### config.mk
export PLATFORM = sky130hd
export DESIGN_NAME = gal_vec_sequencer_flat
export DESIGN_NICKNAME = d
export VERILOG_FILES = /design/src/rtl/gal_vec_sequencer_if.sv /design/src/rtl/gal_vec_sequencer.sv /design/src/flat_wrapper.sv
export SDC_FILE = /design/constraint.sdc
export NUM_CORES = 1
export LEC_CHECK = 0
export CAP_MARGIN = 10
export CORE_AREA = 2 2 110 112
export DETAILED_ROUTE_END_ITERATION = 10
export DIE_AREA = 0 0 112 114
export PLACE_DENSITY = 0.75
export SLEW_MARGIN = 20
export SYNTH_ARGS = -nofsm -noshare
export SYNTH_HDL_FRONTEND = slang
export SYNTH_SLANG_ARGS = --single-unit
### constraint.sdc
create_clock -name clk -period 3.4 [get_ports clk]
set_input_delay 0.68 -clock clk [delete_from_list [all_inputs] [get_ports clk]]
set_output_delay 0.68 -clock clk [all_outputs]
set_load 0.02 [all_outputs]
### src/rtl/gal_vec_sequencer_if.sv
`default_nettype none
// ============================================================================
// gal_vec_sequencer_if : host control, vector ROM, DUT pin and status bundle
// Revision: 1.0
// ============================================================================
interface gal_vec_sequencer_if #(
  parameter int ADDR_W = 10,
  parameter int ERR_W  = 16
) ();
  logic              start;
  logic              abort;
  logic [ADDR_W-1:0] last_addr;

  logic [ADDR_W-1:0] rom_addr;
  logic              rom_rd;
  logic [11:0]       rom_val;
  logic [11:0]       rom_dc;
  logic [19:0]       rom_exp;

  logic [11:0]       dut_i;
  logic [9:0]        dut_o;
  logic [9:0]        dut_oz;

  logic              busy;
  logic              done;
  logic              aborted;
  logic              vec_fail;
  logic [9:0]        fail_mask;
  logic [ERR_W-1:0]  err_cnt;
  logic [ADDR_W-1:0] first_fail;
  logic              any_fail;

  modport master (
    input  start, abort, last_addr, rom_val, rom_dc, rom_exp, dut_o, dut_oz,
    output rom_addr, rom_rd, dut_i, busy, done, aborted, vec_fail,
           fail_mask, err_cnt, first_fail, any_fail
  );

  modport slave (
    output start, abort, last_addr, rom_val, rom_dc, rom_exp, dut_o, dut_oz,
    input  rom_addr, rom_rd, dut_i, busy, done, aborted, vec_fail,
           fail_mask, err_cnt, first_fail, any_fail
  );
endinterface
`default_nettype wire

### src/rtl/gal_vec_sequencer.sv
`default_nettype none
// ============================================================================
// gal_vec_sequencer : ROM-driven vector apply / settle / compare engine
// Revision: 1.0
// ============================================================================
module gal_vec_sequencer #(
  parameter int SETTLE_CYC = 15,
  parameter int ADDR_W     = 10,
  parameter int ERR_W      = 16
) (
  input wire logic            clk,
  input wire logic            rst,
  gal_vec_sequencer_if.master bus
);

  localparam logic [7:0] c_SETTLE_LOAD = 8'(SETTLE_CYC - 1);

  typedef enum logic [2:0] {
    ST_IDLE   = 3'd0,
    ST_FETCH  = 3'd1,
    ST_LOAD   = 3'd2,
    ST_SETTLE = 3'd3,
    ST_SAMPLE = 3'd4,
    ST_FIN    = 3'd5
  } state_t;

  state_t            state_q, state_d;
  logic [ADDR_W-1:0] addr_q, addr_d;
  logic [ADDR_W-1:0] last_q, last_d;
  logic [19:0]       exp_q, exp_d;
  logic [7:0]        cnt_q, cnt_d;
  logic [11:0]       drv_q, drv_d;
  logic [ERR_W-1:0]  err_q, err_d;
  logic [ADDR_W-1:0] first_q, first_d;
  logic              anyf_q, anyf_d;
  logic              abrt_q, abrt_d;
  logic [9:0]        mask_q, mask_d;
  logic              vf_q, vf_d;
  logic [9:0]        mismatch;
  logic              in_run;

  // Per-output compare against the 2-bit expected code captured at LOAD
  always_comb begin
    mismatch = '0;
    for (int k = 0; k < 10; k++) begin
      case (exp_q[2*k +: 2])
        2'b00:   mismatch[k] = bus.dut_oz[k] | bus.dut_o[k];
        2'b01:   mismatch[k] = bus.dut_oz[k] | ~bus.dut_o[k];
        2'b10:   mismatch[k] = ~bus.dut_oz[k];
        default: mismatch[k] = 1'b0;
      endcase
    end
  end

  assign in_run = (state_q == ST_FETCH) || (state_q == ST_LOAD) ||
                  (state_q == ST_SETTLE) || (state_q == ST_SAMPLE);

  always_comb begin
    state_d = state_q;
    addr_d  = addr_q;
    last_d  = last_q;
    exp_d   = exp_q;
    cnt_d   = cnt_q;
    drv_d   = drv_q;
    err_d   = err_q;
    first_d = first_q;
    anyf_d  = anyf_q;
    abrt_d  = abrt_q;
    mask_d  = mask_q;
    vf_d    = 1'b0;

    // Abort wins over everything, including a compare in SAMPLE
    if (in_run && bus.abort) begin
      state_d = ST_FIN;
      abrt_d  = 1'b1;
    end else begin
      case (state_q)
        ST_IDLE: begin
          if (bus.start) begin
            last_d  = bus.last_addr;
            err_d   = '0;
            anyf_d  = 1'b0;
            first_d = '0;
            abrt_d  = 1'b0;
            mask_d  = '0;
            addr_d  = '0;
            state_d = ST_FETCH;
          end
        end
        ST_FETCH: state_d = ST_LOAD;
        ST_LOAD: begin
          drv_d   = bus.rom_val & ~bus.rom_dc;
          exp_d   = bus.rom_exp;
          cnt_d   = c_SETTLE_LOAD;
          state_d = ST_SETTLE;
        end
        ST_SETTLE: begin
          if (cnt_q == 8'd0) state_d = ST_SAMPLE;
          else               cnt_d   = cnt_q - 8'd1;
        end
        ST_SAMPLE: begin
          mask_d = mismatch;
          if (|mismatch) begin
            vf_d = 1'b1;
            if (err_q != {ERR_W{1'b1}}) err_d = err_q + 1'b1;
            if (!anyf_q) begin
              first_d = addr_q;
              anyf_d  = 1'b1;
            end
          end
          if (addr_q == last_q) begin
            state_d = ST_FIN;
          end else begin
            addr_d  = addr_q + 1'b1;
            state_d = ST_FETCH;
          end
        end
        ST_FIN:  state_d = ST_IDLE;
        default: state_d = ST_IDLE;
      endcase
    end
  end

  always_ff @(posedge clk or posedge rst) begin
    if (rst) begin
      state_q <= ST_IDLE;
      addr_q  <= '0;
      last_q  <= '0;
      exp_q   <= '0;
      cnt_q   <= '0;
      drv_q   <= '0;
      err_q   <= '0;
      first_q <= '0;
      anyf_q  <= 1'b0;
      abrt_q  <= 1'b0;
      mask_q  <= '0;
      vf_q    <= 1'b0;
    end else begin
      state_q <= state_d;
      addr_q  <= addr_d;
      last_q  <= last_d;
      exp_q   <= exp_d;
      cnt_q   <= cnt_d;
      drv_q   <= drv_d;
      err_q   <= err_d;
      first_q <= first_d;
      anyf_q  <= anyf_d;
      abrt_q  <= abrt_d;
      mask_q  <= mask_d;
      vf_q    <= vf_d;
    end
  end

  assign bus.rom_addr   = addr_q;
  assign bus.rom_rd     = (state_q == ST_FETCH);
  assign bus.dut_i      = drv_q;
  assign bus.busy       = in_run;
  assign bus.done       = (state_q == ST_FIN);
  assign bus.aborted    = abrt_q;
  assign bus.vec_fail   = vf_q;
  assign bus.fail_mask  = mask_q;
  assign bus.err_cnt    = err_q;
  assign bus.first_fail = first_q;
  assign bus.any_fail   = anyf_q;

endmodule
`default_nettype wire

### src/flat_wrapper.sv
// flat-port wrapper written by rule: the top's interface ports become plain ports
module gal_vec_sequencer_flat 
#(
  parameter int SETTLE_CYC = 15,
  parameter int ADDR_W     = 10,
  parameter int ERR_W      = 16
)
  (clk, rst, bus_start, bus_abort, bus_last_addr, bus_rom_val, bus_rom_dc, bus_rom_exp, bus_dut_o, bus_dut_oz, bus_rom_addr, bus_rom_rd, bus_dut_i, bus_busy, bus_done, bus_aborted, bus_vec_fail, bus_fail_mask, bus_err_cnt, bus_first_fail, bus_any_fail);
  gal_vec_sequencer_if #(.ADDR_W(ADDR_W), .ERR_W(ERR_W)) bus_i ();
  input wire logic clk;
  input wire logic rst;
  input wire logic [$bits(bus_i.start)-1:0] bus_start;
  input wire logic [$bits(bus_i.abort)-1:0] bus_abort;
  input wire logic [$bits(bus_i.last_addr)-1:0] bus_last_addr;
  input wire logic [$bits(bus_i.rom_val)-1:0] bus_rom_val;
  input wire logic [$bits(bus_i.rom_dc)-1:0] bus_rom_dc;
  input wire logic [$bits(bus_i.rom_exp)-1:0] bus_rom_exp;
  input wire logic [$bits(bus_i.dut_o)-1:0] bus_dut_o;
  input wire logic [$bits(bus_i.dut_oz)-1:0] bus_dut_oz;
  output wire logic [$bits(bus_i.rom_addr)-1:0] bus_rom_addr;
  output wire logic [$bits(bus_i.rom_rd)-1:0] bus_rom_rd;
  output wire logic [$bits(bus_i.dut_i)-1:0] bus_dut_i;
  output wire logic [$bits(bus_i.busy)-1:0] bus_busy;
  output wire logic [$bits(bus_i.done)-1:0] bus_done;
  output wire logic [$bits(bus_i.aborted)-1:0] bus_aborted;
  output wire logic [$bits(bus_i.vec_fail)-1:0] bus_vec_fail;
  output wire logic [$bits(bus_i.fail_mask)-1:0] bus_fail_mask;
  output wire logic [$bits(bus_i.err_cnt)-1:0] bus_err_cnt;
  output wire logic [$bits(bus_i.first_fail)-1:0] bus_first_fail;
  output wire logic [$bits(bus_i.any_fail)-1:0] bus_any_fail;
  assign bus_i.start = bus_start;
  assign bus_i.abort = bus_abort;
  assign bus_i.last_addr = bus_last_addr;
  assign bus_i.rom_val = bus_rom_val;
  assign bus_i.rom_dc = bus_rom_dc;
  assign bus_i.rom_exp = bus_rom_exp;
  assign bus_i.dut_o = bus_dut_o;
  assign bus_i.dut_oz = bus_dut_oz;
  assign bus_rom_addr = bus_i.rom_addr;
  assign bus_rom_rd = bus_i.rom_rd;
  assign bus_dut_i = bus_i.dut_i;
  assign bus_busy = bus_i.busy;
  assign bus_done = bus_i.done;
  assign bus_aborted = bus_i.aborted;
  assign bus_vec_fail = bus_i.vec_fail;
  assign bus_fail_mask = bus_i.fail_mask;
  assign bus_err_cnt = bus_i.err_cnt;
  assign bus_first_fail = bus_i.first_fail;
  assign bus_any_fail = bus_i.any_fail;
  gal_vec_sequencer #(.SETTLE_CYC(SETTLE_CYC), .ADDR_W(ADDR_W), .ERR_W(ERR_W)) u_core (.clk(clk), .rst(rst), .bus(bus_i));
endmodule
==> results.toml <==
[routing]
remaining_drc_errors = 0
first_pass_iters = 5
viasPerCell = 5.232
drt_iter0_drc = 218
drt-wirelength-per-cell_um = 14.77
drt-total-wl_mm = 12.31
postRouteAntennaNets = 0
vias = 4358

[logic_synthesis]
synth-async-reset-ratio_pct = 100.0
syn-num-nets = 622
syn_inst = 540
synth_area_sq_um = 4881
yosysSeqAreaShare_pct = 52.29
yosys_warnings = 0
avgSynthCellArea_sq_um = 9.039
ys_ff_latch = 102
ys.flop_type = "dfrtp_1"
synth_edf_count = 0
ys_types = 48

[critical_path]
regToRegSetupSlack_ps = 850
end_kind = "flop"
cp.arrival_ps = 2830
crit_path_max_fanout = 28
required_ps = 3630
crit_path_start_kind = "primary input"
critPathKind = "primary input to flop"

[final_layout]
final_nets = 763
area_growth_pct = 39.25
mostFrequentLayoutCells = "nand2_1, clkdlybuf4s50_1, dfrtp_1, o21ai_0"
final_common_cell = "nand2_1"
drive_above_1_share_pct = 5.539
design_area_sq_um = 6797
diodes = 0

[grt]
grt_max_degree = 50
grt_util_all_layers_pct = 20.08
grt-ovfl-total = 0
grt_pass1_wl_mm = 20.80
met3_usage_pct = 5.313
met1_usage_pct = 25.16
met2_usage_pct = 34.14
top_usage_layer = "met2"
antenna_found_initial = 0
grt_pass1_vias = 4397

[timing]
worstMarginPinSlew_ps = 673.3
maxSlewHeadroom_pct = 55.11
setup_viol = 0
finClkSkew_ps = 6.689
finalMaxSlewViolations = 0
fin_crit_sh_pct = 76.55
hold_viol = 0
tns_ps = 0
rsz0062_at_grt = "false"
fmax_mhz = 384.2
period_needed_ps = 2603

[place]
gp_congestion = 0.7864
place_hpwl_mm = 9.125
place_area_sq_um = 6469
io_buffers = 141

[clock_network]
cts.reportedPaths.clkPinSlew_ps = 70
cts_sinks = 102
cts_setup_buffers = 0
clockBufferDepth = 2
clock_latency_ps = 350
cts-root-buf = "clkbuf_16"
cts_buffers = 9
ctsResizeCount = 0
cts_tree = "built"
htree_num_levels = 3
hold_buffers = 0

[die]
core_area_sq_um = 11710
die_w_um = 112
rows = 40
ios = 142
die_h_um = 114
initial_utilization_pct = 41.68
dieArea_sq_um = 12770

[pwr]
power_frac_seq_pct = 40.7
power_switching_uw = 1744
fin_total_pwr_uw = 4673
clockPowerShare_pct = 24.0
leakage_uw = 0.003016
p_comb_share_pct = 35.3
power_switching_share_pct = 37.32
vdd_ir_drop_max_mv = 0.3166
internal_power_uw = 2929
power.density_nw_per_um2 = 687.6

[run_status]
status = "finished clean"

[run]
cap_viol_max_count = 0

[min_path]
hold_class = "flop to flop"
[worst paths after layout]
path                                                        from  cells past startpoint                                 end
max in group asynchronous                                    rst                      3  u_core.bus.err_cnt[11]$_DFFE_PP0P_
worst max register to register     u_core.state_q[0]$_DFFE_PP0P_                      7  u_core.bus.rom_addr[8]$_DFFE_PP0P_
worst max-delay path                               bus_dut_oz[0]                      9  u_core.bus.err_cnt[14]$_DFFE_PP0P_
worst min register to register  u_core.bus.dut_i[11]$_DFFE_PP0P_                      2    u_core.bus.dut_i[11]$_DFFE_PP0P_
worst min-delay path            u_core.bus.dut_i[11]$_DFFE_PP0P_                      2    u_core.bus.dut_i[11]$_DFFE_PP0P_
min in group asynchronous                                    rst                      2     u_core.bus.dut_i[7]$_DFFE_PP0P_
[state kept, by name, indices dropped and copies added (netlist names)]
name                   count
u_core.bus.aborted         1
u_core.bus.any_fail        1
u_core.bus.dut_i          12
u_core.bus.err_cnt        16
u_core.bus.fail_mask      10
u_core.bus.first_fail     10
u_core.bus.rom_addr       10
u_core.bus.vec_fail        1
u_core.cnt_q               8
u_core.exp_q              20
u_core.last_q             10
u_core.state_q             3
[synth_stat cells, types with 3 or more instances]
library cell | count | share of area (%)
nor2b_1 | 7 | 0.90
nand3_1 | 16 | 1.6
o31ai_1 | 7 | 1.1
a31oi_1 | 3 | 0.38
nor2_1 | 25 | 1.9
nand2b_1 | 5 | 0.64
ha_1 | 4 | 1.0
nand3b_1 | 12 | 1.8
nor3_1 | 9 | 0.92
nand4_1 | 4 | 0.51
or3_1 | 10 | 1.3
a21oi_2 | 5 | 0.90
a22o_1 | 10 | 1.8
inv_1 | 8 | 0.62
clkbuf_1 | 16 | 1.2
xnor2_1 | 7 | 1.3
nor4_1 | 14 | 1.8
o21ai_0 | 26 | 2.7
and3_1 | 4 | 0.51
a21oi_1 | 23 | 2.4
xor2_1 | 11 | 2.0
o21ai_1 | 10 | 1.0
or4_1 | 9 | 1.4
o21a_1 | 3 | 0.46
dfrtp_1 | 102 | 52
nand2_1 | 161 | 12
[routing by layer]
metal	wire [um]	share of wire, %
met1	5268	43
met2	5924	48
met3	908	7.4
met4	204	1.7
met5	0	0
[critical path, stage by stage]
cell and delay [ps]:
clkdlybuf4s50_1 440, or4_1 470, o211a_2 150, a21oi_2 110, nand4_2 200, o31ai_4 250
buf_4 290, or3_1 180, a21oi_2 60
[through the flow]
stage                     instances  utilization [%]  hold slack (ps)  worst slack [ps]
final                           833            58.03            472.2             797.4
after global routing            833            58.03            495.3             557.7
after CTS                       833            57.99            477.3             658.7
after detailed placement        817            55.24            459.2             296.4
after global placement          817            55.24            450.5             414.6
after floorplan                 540                -            453.3             44.52
[logic make-up after synthesis]
kind of cell / Yosys count / share of synthesized area [%]
muxes: 1 / 0.2051
xor gates and xnor gates: 18 / 3.230
and+or+nand+nor: 286 / 27.51
DFF: 102 / 52.29
adders and majority gates: 4 / 1.025
buffers and inverters: 28 / 2.486
AOI/OAI and AO/OA: 101 / 13.25
[power by group through the flow]
stage          Clock [uW]  Sequential (uW)  Combinational (uW)
6_report             1120             1900                1650
5_1_grt              1200             1960                1830
4_1_cts              1140             1900                1670
3_5_place_dp            0             1920                1660
3_3_place_gp            0             1910                1610
2_1_floorplan           0             1970                 900
[area by class of cell]
type	instances	area, sq um
flip-flops and latches	102	2552
well taps	147	183.9
repair buffers	149	1484
clock inverters	6	93.84
fillers	1025	4915
inverters	9	36.28
multi-input cells	410	2217
clock buffers	10	229.0
No activity file was read; power rests on OpenSTA's default activity.
